## config.mk

```make
export PLATFORM = sky130hd
export DESIGN_NAME = seq_slice_alu
export DESIGN_NICKNAME = d
export VERILOG_FILES = /design/src/rtl/alu_pkg.sv /design/src/rtl/alu_slice.sv /design/src/rtl/seq_slice_alu.sv
export SDC_FILE = /design/constraint.sdc
export NUM_CORES = 1
export LEC_CHECK = 0
export ABC_AREA = 1
export CORE_MARGIN = 5
export CORE_UTILIZATION = 53
export CTS_CLUSTER_SIZE = 10
export DETAILED_ROUTE_END_ITERATION = 10
export PLACE_DENSITY = 0.79
export SLEW_MARGIN = 0
export SYNTH_ARGS = -nofsm -noshare
export SYNTH_HDL_FRONTEND = slang
export SYNTH_HIERARCHICAL = 1
export SYNTH_SLANG_ARGS = --single-unit
```

## constraint.sdc

```tcl
create_clock -name clk -period 3.1 [get_ports clk]
set_input_delay 0.31 -clock clk [delete_from_list [all_inputs] [get_ports clk]]
set_output_delay 0.31 -clock clk [all_outputs]
set_load 0.01 [all_outputs]
```

## src/rtl/alu_pkg.sv

```systemverilog
// Shared opcode constants, FSM state encoding and an opcode-class helper for the slice-serial ALU.
package alu_pkg;

  localparam logic [2:0] OP_ADD  = 3'b000;
  localparam logic [2:0] OP_SUB  = 3'b001;
  localparam logic [2:0] OP_AND  = 3'b010;
  localparam logic [2:0] OP_OR   = 3'b011;
  localparam logic [2:0] OP_XOR  = 3'b100;
  localparam logic [2:0] OP_XNOR = 3'b101;
  localparam logic [2:0] OP_NOTA = 3'b110;
  localparam logic [2:0] OP_PASB = 3'b111;

  typedef enum logic [1:0] {
    ST_IDLE = 2'd0,
    ST_CALC = 2'd1,
    ST_DONE = 2'd2
  } state_t;

  function automatic logic is_arith(input logic [2:0] op);
    return (op == OP_ADD) || (op == OP_SUB);
  endfunction

endpackage

```

## src/rtl/alu_slice.sv

```systemverilog
// Combinational SLICE-bit ALU slice; zero latency, no flow control.
// For logic ops the carry input is ignored and both carry outputs are 0.
module alu_slice
  import alu_pkg::*;
#(
  parameter int SLICE = 4
) (
  input  logic [SLICE-1:0] i_a,
  input  logic [SLICE-1:0] i_b,
  input  logic             i_cin,
  input  logic [2:0]       i_s,
  output logic [SLICE-1:0] o_res,
  output logic             o_cout,
  output logic             o_cmsb
);

  logic [SLICE-1:0] w_b_eff;
  logic [SLICE:0]   w_sum;

  always_comb begin
    w_b_eff = (i_s == OP_SUB) ? ~i_b : i_b;
    w_sum   = {1'b0, i_a} + {1'b0, w_b_eff} + {{SLICE{1'b0}}, i_cin};
    o_res   = '0;
    o_cout  = 1'b0;
    o_cmsb  = 1'b0;
    case (i_s)
      OP_ADD, OP_SUB: begin
        o_res  = w_sum[SLICE-1:0];
        o_cout = w_sum[SLICE];
        // sum bit = a ^ b ^ carry-in, so the carry into the MSB falls out directly
        o_cmsb = i_a[SLICE-1] ^ w_b_eff[SLICE-1] ^ w_sum[SLICE-1];
      end
      OP_AND:  o_res = i_a & i_b;
      OP_OR:   o_res = i_a | i_b;
      OP_XOR:  o_res = i_a ^ i_b;
      OP_XNOR: o_res = ~(i_a ^ i_b);
      OP_NOTA: o_res = ~i_a;
      default: o_res = i_b;
    endcase
  end

endmodule

```

## src/rtl/seq_slice_alu.sv

```systemverilog
// Slice-serial ALU: result valid WIDTH/SLICE edges after accept; one op in flight at a time.
// Result holds in DONE until out_ready; in_ready only in IDLE, so no accept overlaps a pending result.
module seq_slice_alu
  import alu_pkg::*;
#(
  parameter int WIDTH = 8,
  parameter int SLICE = 4
) (
  input  logic             clk,
  input  logic             rst_n,
  input  logic             in_valid,
  output logic             in_ready,
  input  logic [WIDTH-1:0] a,
  input  logic [WIDTH-1:0] b,
  input  logic             cin,
  input  logic [2:0]       s,
  output logic             out_valid,
  input  logic             out_ready,
  output logic [WIDTH-1:0] alu_out,
  output logic             alu_cout,
  output logic             zero,
  output logic             ovf
);

  localparam int NSL  = (SLICE > 0) ? WIDTH / SLICE : 1;
  localparam int IDXW = (NSL > 1) ? $clog2(NSL) : 1;
  localparam logic [IDXW-1:0]  LAST    = IDXW'(NSL - 1);
  localparam logic [WIDTH-1:0] SL_MASK = WIDTH'({SLICE{1'b1}});

  if (SLICE < 1 || WIDTH < SLICE || (WIDTH % SLICE) != 0) begin : g_bad_cfg
    $error("seq_slice_alu: WIDTH must be a positive multiple of SLICE");
  end

  state_t           r_state;
  logic             r_in_ready;
  logic             r_out_valid;
  logic [WIDTH-1:0] r_a, r_b, r_res;
  logic [2:0]       r_s;
  logic             r_carry, r_cout, r_zero, r_ovf;
  logic [IDXW-1:0]  r_idx;

  logic [31:0]      w_sh;
  logic [SLICE-1:0] w_a_sl, w_b_sl, w_res;
  logic             w_cout, w_cmsb;
  logic [WIDTH-1:0] w_next_res;

  assign w_sh   = 32'(r_idx) * 32'(SLICE);
  assign w_a_sl = SLICE'(r_a >> w_sh);
  assign w_b_sl = SLICE'(r_b >> w_sh);
  assign w_next_res = (r_res & ~(SL_MASK << w_sh)) | (WIDTH'(w_res) << w_sh);

  alu_slice #(.SLICE(SLICE)) u_slice (
    .i_a    (w_a_sl),
    .i_b    (w_b_sl),
    .i_cin  (r_carry),
    .i_s    (r_s),
    .o_res  (w_res),
    .o_cout (w_cout),
    .o_cmsb (w_cmsb)
  );

  // in_ready is registered so it stays low during reset and rises on the first edge after release
  always_ff @(posedge clk or negedge rst_n) begin
    if (!rst_n) begin
      r_state     <= ST_IDLE;
      r_in_ready  <= 1'b0;
      r_out_valid <= 1'b0;
      r_a         <= '0;
      r_b         <= '0;
      r_s         <= OP_ADD;
      r_res       <= '0;
      r_carry     <= 1'b0;
      r_cout      <= 1'b0;
      r_zero      <= 1'b0;
      r_ovf       <= 1'b0;
      r_idx       <= '0;
    end else begin
      case (r_state)
        ST_IDLE: begin
          if (in_valid && r_in_ready) begin
            r_a        <= a;
            r_b        <= b;
            r_s        <= s;
            r_carry    <= cin;
            r_idx      <= '0;
            r_res      <= '0;
            r_cout     <= 1'b0;
            r_zero     <= 1'b0;
            r_ovf      <= 1'b0;
            r_in_ready <= 1'b0;
            r_state    <= ST_CALC;
          end else begin
            r_in_ready <= 1'b1;
          end
        end
        ST_CALC: begin
          r_res   <= w_next_res;
          r_carry <= w_cout;
          r_idx   <= r_idx + 1'b1;
          if (r_idx == LAST) begin
            r_cout      <= is_arith(r_s) & w_cout;
            r_ovf       <= is_arith(r_s) & (w_cmsb ^ w_cout);
            r_zero      <= (w_next_res == '0);
            r_out_valid <= 1'b1;
            r_state     <= ST_DONE;
          end
        end
        ST_DONE: begin
          if (out_ready) begin
            r_out_valid <= 1'b0;
            r_in_ready  <= 1'b1;
            r_state     <= ST_IDLE;
          end
        end
        default: begin
          r_in_ready  <= 1'b0;
          r_out_valid <= 1'b0;
          r_state     <= ST_IDLE;
        end
      endcase
    end
  end

  assign in_ready  = r_in_ready;
  assign out_valid = r_out_valid;
  assign alu_out   = r_res;
  assign alu_cout  = r_cout;
  assign zero      = r_zero;
  assign ovf       = r_ovf;

endmodule
```

==> results of run 1 <==
==> logic make-up (layout without fill, tap and decap cells) <==
family | Yosys count | in the layout | share of synthesized area
compound gates | 29 | 29 | 0.0669
xor+xnor | 4 | 4 | 0.0155
fa+ha+maj | 13 | 13 | 0.0785
buf+inv | 49 | 89 | 0.0918
flops | 36 | 36 | 0.398
simple gates | 185 | 185 | 0.349
==> path summary, 6_finish.rpt <==
| kind | from | endpoint | slack (ps) | cells after the start |
|---|---|---|---|---|
| worst max register to register | r_s[1] | zero | 260 | 13 |
| max in group asynchronous | rst_n | r_idx | 2340 | 2 |
| worst min register to register | r_a[5] | r_a[5] | 490 | 2 |
| worst max-delay path | r_s[1] | zero | 260 | 13 |
| min in group clk | r_a[5] | r_a[5] | 490 | 2 |
| worst min-delay path | rst_n | r_a[6] | 430 | 2 |
==> final cells by class <==
type / count / area, um^2 / area share
clock inverter: 2 / 10.0 / 0.00362
inverter: 40 / 150 / 0.0544
sequential: 36 / 902 / 0.327
tap: 50 / 62.6 / 0.0227
clock buffer: 6 / 82.6 / 0.0299
multi-input combinational: 231 / 1160 / 0.419
timing repair buffer: 41 / 398 / 0.144
==> cells in the final DEF (no fill, tap or decap), drive strengths merged, types with 6 or more instances in the layout <==
master	instances
o21ai	16
clkbuf	6
nand4	6
clkdlybuf4s50	36
nand2	140
inv	40
dfrtp	36
nand3	16
a21oi	8
ha	11
nor2	20
==> power breakdown <==
part	total [mW]	leakage (nW)	internal [mW]	switching [mW]
Clock	0.350	0.0510	0.177	0.173
Combinational	2.02	0.947	0.761	1.26
Sequential	0.866	0.453	0.682	0.184
==> metal layers <==
metal / share of wire / vias to the layer above
met2: 0.46 / 62
met3: 0.065 / 10
met4: 0.015 / 0
met5: 0 / -
met1: 0.46 / 954
li1: - / 1053
==> state kept, by name, summed over array words and instances (netlist names) <==
register   flops
alu_out        8
r_a            8
r_b            8
r_s            3
r_state        2
alu_cout       1
in_ready       1
out_valid      1
ovf            1
r_carry        1
r_idx          1
zero           1
==> critical path, delay by kind of cell, from the launching register on <==
kind,cells,cell delay [ps]
DFF,1,480
xor gates and xnor gates,1,180
AOI/OAI and AO/OA,2,370
adders and majority gates,2,910
and+or+nand+nor,8,840
==> per-stage QoR <==
step / setup WS, ps / hold slack [ps] / instance area, um^2
3_3_place_gp: 325 / 465 / 2670
6_report: 259 / 427 / 2760
2_1_floorplan: 481 / 14.4 / 2260
3_5_place_dp: 241 / 467 / 2670
4_1_cts: 221 / 438 / 2760
5_1_grt: 6.87 / 467 / 2760
==> results.tsv, run 1 <==
metric	value	unit
Worst slew margin	0.698	
final net count	392	
routed wire length	5180	um
Vias/cell	5.12	
wire length per cell	12.8	um
Critical Path Most Common Cell	nand2_1	
Congestion Overflow GR	0	
Die Y-Extent	75.3	um
GR peak layer	met2	
worst vdd ir	558	uV
max cap viols	0	
RSZ-0062 raised after global routing	false	
die width	75.3	um
CP cell instances	nor2_2 -> nand2_2 -> xor2_1 -> fa_1 -> fa_1 -> nor2_1 -> a21oi_1 -> nand3_1 -> o21ai_0 -> nand2_1 -> nor2_1 -> nand2_1 -> nand2_1	
Yosys cell types	24	
most common cell in the netlist	nand2_1	
met2 usage	0.318	
Synth top cells by count	nand2_1 (135), dfrtp_1 (36), inv_1 (32), nor2_1 (17), nand3_1 (15)	
post-synthesis area per instance	7.16	um^2
CTS root buf	clkbuf_8	
status	complete, no violations	
I/O Buffers	36	
initial core utilization	0.558	
sequential share of the synthesized area	0.398	
drt pass-1 iters	4	
dpl cells	398	
Slew Viols, Final	0	
leading area contributor after synthesis	dfrtp_1	
Non-Filler Instances	406	
CTS tree	built	
post-layout min period	2840	ps
Sink Count	36	
Final Util	0.681	
IO Pins	37	
DRC	0	
final RePlAce weighted congestion	0.918	
CP arrival	3080	ps
area delta synth->final	22.1	%
final hold vios	0	
LEAKAGE	1.45	nW
HPWL after DPL	3860	um
main flop type after synthesis	dfrtp_1	
Post-synth ARST share	1.00	
critical path's slowest cell	fa_1	
Worst Setup End Kind	flop	
Die Area	5670	um^2
antenna violations before repair	0	
Fin Setup TNS	0	ps
core area	4060	um^2
CTS resizes	0	
Tightest Pin Transition	453	ps
cell area after synthesis	2260	um^2
Req. time, crit path	3340	ps
Syn Nets	353	
Antenna Cells	0	
layout cell share with drive strength beyond 1	0.0955	
CTS clk-pin slew, worst paths	70	ps
total power	3.24	mW
CP Class	reg2reg	
H-Tree Depth	2	
post-CTS setup buffers	0	
vias in the first global route	1957	
Post-synth EDFFs	0	
FILL cells	337	
Yosys reg bits	36	
Hold Path Class	in2async	
largest net degree at the start of global routing	37	
fmax	352	MHz
Cell Pwr Density	1170	nW/um^2
M1 GR Usage	0.295	
Post-DRT Antenna Nets	0	
total track usage	0.208	
Final Setup Violations	0	
cts bufs inserted	5	
Clock Latency Late Sink	290	ps
fraction of the cycle the final worst path needs	0.916	
GR Layer Usage met3	0.0488	
CP Launch Type	flop	
Clock Skew	4.05	ps
Clock Tree Buf Depth	2	
vias	2079	
YS warnings	6	
top-area cell type share of the netlist area	0.398	
cts hold-fix bufs	0	
worst-path maximum fanout	8	
cells after synthesis	316	
initial detailed-routing violation count	193	
Rows	23	
synth top area cells	dfrtp_1 (40%), nand2_1 (22%), ha_1 (6.1%)	
CP max stage delay	500	ps
first-pass GRT wire length	8940	um
(Power assumes the default switching activity.)
==> run 2: changes to the inputs <==
Settings changed: ABC_AREA 1 to default, PLACE_DENSITY 0.79 to 0.8.
==> results.tsv, run 2 <==
metric	value	unit	change
CP Class	reg2reg		
LEAKAGE	1.23	nW	-15%
CTS clk-pin slew, worst paths	70	ps	about the same
status	complete, no violations		
post-synthesis area per instance	11.5	um^2	+61%
total track usage	0.177		-0.0316
antenna violations before repair	0		unchanged
IO Pins	37		unchanged
HPWL after DPL	3110	um	-19%
Slew Viols, Final	0		unchanged
first-pass GRT wire length	7490	um	-16%
R2R setup slack	150	ps	-110 ps
Post-synth ARST share	1.00		unchanged
routed wire length	4050	um	-22%
Yosys reg bits	36		unchanged
die width	73.8	um	-2.0%
cells after synthesis	187		-41%
CTS tree	built		
final RePlAce weighted congestion	0.889		-3.2%
worst-path maximum fanout	4		-4
largest net degree at the start of global routing	37		unchanged
initial detailed-routing violation count	36		-81%
Non-Filler Instances	279		-31%
final net count	266		-32%
cts bufs inserted	5		unchanged
DRC	0		unchanged
fraction of the cycle the final worst path needs	0.952		+0.0353
Final Util	0.672		-0.00821
Congestion Overflow GR	0		unchanged
wire length per cell	14.5	um	+14%
main flop type after synthesis	dfrtp_1		
Sink Count	36		unchanged
Clock Skew	1.90	ps	-2.15 ps
CTS root buf	clkbuf_8		
Clock Tree Buf Depth	2		unchanged
FILL cells	339		+0.59%
total power	3.35	mW	+3.6%
H-Tree Depth	2		unchanged
Final Setup Violations	0		unchanged
cts hold-fix bufs	0		unchanged
Cell Pwr Density	1260	nW/um^2	+7.1%
Syn Nets	224		-37%
cell area after synthesis	2160	um^2	-4.5%
drt pass-1 iters	4		unchanged
Hold Path Class	in2async		
worst vdd ir	546	uV	-2.3%
sequential share of the synthesized area	0.417		+0.0189
Synth top cells by count	dfrtp_1 (36), mux2_2 (27), inv_1 (14), ha_1 (11), a21o_1 (9)		
fmax	339	MHz	-3.7%
Rows	23		unchanged
Req. time, crit path	3320	ps	-20 ps
Antenna Cells	0		unchanged
core area	3970	um^2	-2.1%
final worst slack	149	ps	-110 ps
leading area contributor after synthesis	dfrtp_1		
Fin Setup TNS	0	ps	unchanged
CP arrival	3170	ps	+90 ps
final hold vios	0		unchanged
Die Area	5450	um^2	-3.9%
top-area cell type share of the netlist area	0.417		+0.0189
Critical R2R Capture	zero		
most frequent cells in the layout	dfrtp_1 (36), clkdlybuf4s50_1 (36), mux2_2 (27), inv_1 (14), ha_1 (11)		
max cap viols	0		unchanged
Tightest Pin Transition	672	ps	+219 ps
Reg-to-Reg Start	r_idx		
I/O Buffers	36		unchanged
vias in the first global route	1609		-18%
CP Launch Type	flop		
Post-synth EDFFs	0		unchanged
dpl cells	272		-32%
initial core utilization	0.544		-0.0137
most common cell in the netlist	dfrtp_1		
layout cell share with drive strength beyond 1	0.227		+0.132
Die Y-Extent	73.8	um	-2.0%
pre-CTS WS	10.5	ps	-231 ps
synth top area cells	dfrtp_1 (42%), mux2_2 (14%), ha_1 (6.4%)		
R2R cell count	8		-5
area delta synth->final	23.6	%	
YS warnings	6		unchanged
vias	1567		-25%
Worst Setup End Kind	flop		
Vias/cell	5.62		+9.7%
Yosys cell types	45		+88%
post-layout min period	2950	ps	+110 ps
Clock Latency Late Sink	280	ps	about the same
Post-DRT Antenna Nets	0		unchanged
Worst slew margin	0.550		-0.148
## run 2: changes by cell type in the layout (fill, tap and decap cells not counted), sizes merged, moves of 4 or more
cell    delta
nand4      -6
xnor2      +4
nor2       -9
inv       -25
o22ai      -5
o21ai     -12
nand3     -14
mux2      +27
a21o       +9
o211ai     +4
nand2    -135
a22o       +8
## run 2: worst max-delay path by stage
stage               slack [ps]  start    to
global route                -9  r_idx  zero
floorplan                   30  r_idx  zero
detailed placement          10  r_idx  zero
global placement           110  r_idx  zero
CTS                          2  r_idx  zero
finish                     150  r_idx  zero
## run 2: cell type report
class	count	area [um^2]	share of cell area
multi-input combinational	127	1150	0.432
sequential	36	901	0.337
timing repair buffer	44	420	0.157
clock buffer	6	72.6	0.0272
tap	50	62.6	0.0234
inverter	15	56.3	0.0211
clock inverter	1	5.00	0.00187
## run 2: cells by family (layout without fill, tap and decap cells)
logic type | after synthesis | count (layout) | share of synthesized area
multiplexers | 31 | 31 | 0.173
flip-flops | 36 | 36 | 0.417
buffers and inverters | 24 | 66 | 0.0626
adder cells (fa/ha/maj) | 13 | 13 | 0.0823
AND/OR/NAND/NOR | 33 | 33 | 0.0910
AO/OA/AOI/OAI | 43 | 43 | 0.146
XOR/XNOR | 7 | 7 | 0.0284
## run 2: critical path, stage by stage (launching register included)
cell	delay, ps
dfrtp_1	400
mux2_2	380
xnor2_1	150
fa_1	400
fa_1	500
inv_1	50
mux4_1	560
nor4_2	250
a32o_1	200
## run 2: report_power, final
part / leakage, nW / internal (mW) / total [mW] / switching (mW)
registers: 0.443 / 0.684 / 0.838 / 0.154
logic: 0.745 / 1.11 / 2.21 / 1.10
clock network: 0.0410 / 0.153 / 0.304 / 0.152
total: 1.23 / 1.95 / 3.35 / 1.40
## run 2: timing repair
action,4_1_cts,5_1_grt
endpoints found under the setup margin,0,2
setup buffers,0,0
gates resized for setup,0,3
## run 2: metal layers
metal	track usage	routed length [um]	vias to the layer above
met4	0.0543	55	0
met1	0.233	1830	757
met5	0	0	-
met3	0.0383	214	5
li1	-	-	762
met2	0.289	1950	43
## run 2: stage by stage
| step | hold slack, ps | instance area, um^2 |
|---|---|---|
| after detailed placement | 492 | 2580 |
| after global routing | 484 | 2670 |
| after global placement | 481 | 2580 |
| final | 445 | 2670 |
| after floorplan | 14.4 | 2160 |
| after CTS | 453 | 2660 |
==> run 3: changes to the inputs <==
Settings changed: CORE_UTILIZATION 53 to 60, DONT_BUFFER_PORTS from default to 1, PLACE_DENSITY 0.8 to 0.76.
==> results.tsv, run 3 (synthesis results as in run 2) <==
metric	value	unit	change
status	complete, no violations		
Critical R2R Capture	alu_out[5]		
final hold vios	0		unchanged
vias	1473		-6.0%
Worst slew margin	0.584		+0.0340
Worst Setup End Kind	flop		
Clock Latency Late Sink	340	ps	+60 ps
initial core utilization	0.632		+0.0884
CTS root buf	clkbuf_4		
R2R cell count	9		+1
Final Setup Violations	0		unchanged
Antenna Cells	0		unchanged
Hold Path Class	in2reg		
routed wire length	4270	um	+5.5%
R2R setup slack	140	ps	about the same
Die Area	4900	um^2	-10%
total track usage	0.191		+0.0141
CP max stage delay	540	ps	-20 ps
fraction of the cycle the final worst path needs	0.955		+0.00283
Rows	21		-8.7%
die width	70.0	um	-5.2%
Fin Setup TNS	0	ps	unchanged
CTS tree	built		
Bufs and invs on worst path	3		+2
core area	3420	um^2	-14%
Reg-to-Reg Start	r_idx		
vias in the first global route	1602		-0.44%
Slew Viols, Final	0		unchanged
cts bufs inserted	5		unchanged
dpl cells	232		-15%
area delta synth->final	9.68	%	
met2 usage	0.324		+0.0349
initial detailed-routing violation count	53		+47%
drt pass-1 iters	4		unchanged
Die Y-Extent	70.0	um	-5.2%
CP top delay family	adder cells		
final net count	233		-12%
Clock Tree Buf Depth	2		unchanged
DRC	0		unchanged
Post-DRT Antenna Nets	0		unchanged
first-pass GRT wire length	7530	um	+0.64%
worst-path maximum fanout	5		+1
GR Layer Usage met3	0.0646		+0.0263
fmax	338	MHz	-0.30%
CP cell instances	buf_4 -> mux2_2 -> inv_1 -> fa_1 -> fa_2 -> inv_1 -> mux4_1 -> a22o_1 -> a21o_1		
Sink Count	36		unchanged
post-layout min period	2960	ps	+8.77 ps
critical path's slowest cell	fa_2		
IO Pins	37		unchanged
Req. time, crit path	3340	ps	+20 ps
Tightest Pin Transition	621	ps	-50.8 ps
I/O Buffers	0		-100%
largest net degree at the start of global routing	37		unchanged
CP Launch Type	flop		
M1 GR Usage	0.223		-0.0106
hold_sp	cin		
Min-Delay Endpoint	r_carry		
HPWL after DPL	3280	um	+5.4%
Non-Filler Instances	243		-13%
commonest non-fill, non-tap cell in the layout	dfrtp_1		
Congestion Overflow GR	0		unchanged
CP Class	reg2reg		
GR peak layer	met2		
max cap viols	0		unchanged
Vias/cell	6.06		+7.9%
final RePlAce weighted congestion	0.911		+2.4%
most frequent cells in the layout	dfrtp_1 (36), mux2_2 (27), inv_1 (14), ha_1 (11)		
hold path depth	1		
Clock Skew	6.67	ps	+4.77 ps
layout cell share with drive strength beyond 1	0.294		+0.0673
CTS clk-pin slew, worst paths	110	ps	+40 ps
CP arrival	3200	ps	+30 ps
antenna violations before repair	0		unchanged
Critical Path Most Common Cell	inv_1		
H-Tree Depth	2		unchanged
wire length per cell	17.6	um	+21%
run 3: worst max path at each step:
stage	cells past startpoint	slack [ps]	to	startpoint
finish	9	140	alu_out[5]	r_idx
global route	12	-20	zero	r_idx
CTS	12	0.6	zero	r_idx
detailed placement	12	40	zero	r_idx
global placement	12	190	zero	r_idx
floorplan	11	30	zero	r_idx
run 3: area by class of cell:
class | count | area [um^2]
Multi-Input combinational cell | 127 | 1160
Timing Repair Buffer | 11 | 97.6
Tap cell | 46 | 57.6
Clock buffer | 7 | 65.1
Fill cell | 269 | 1050
Inverter | 15 | 56.3
Clock inverter | 1 | 30.0
Sequential cell | 36 | 901
run 3: timing repair:
item	CTS	global route
hold buffers	2	0
endpoints found under the setup margin	0	2
setup buffers	0	1
gates resized for setup	0	5
hold endpoints to repair	36	0
run 3: metrics by stage:
stage               cell area (um^2)  worst slack, ps  hold WS (ps)  utilization
finish                          2370              141           109        0.693
floorplan                       2160             34.5          14.4            -
CTS                             2340            0.638          98.8        0.685
global route                    2370            -17.6          91.0        0.693
detailed placement              2210             36.7          15.5        0.648
global placement                2210              191          15.4        0.648
run 3: metal layers:
metal | vias up | wire length (um)
li1 | 689 | -
met1 | 724 | 1680
met2 | 52 | 2200
met3 | 8 | 323
met4 | 0 | 66
met5 | - | 0
Power of run 3 is not shown: default switching activity piles up to over one toggle a cycle in this logic, so the estimate is an artifact.
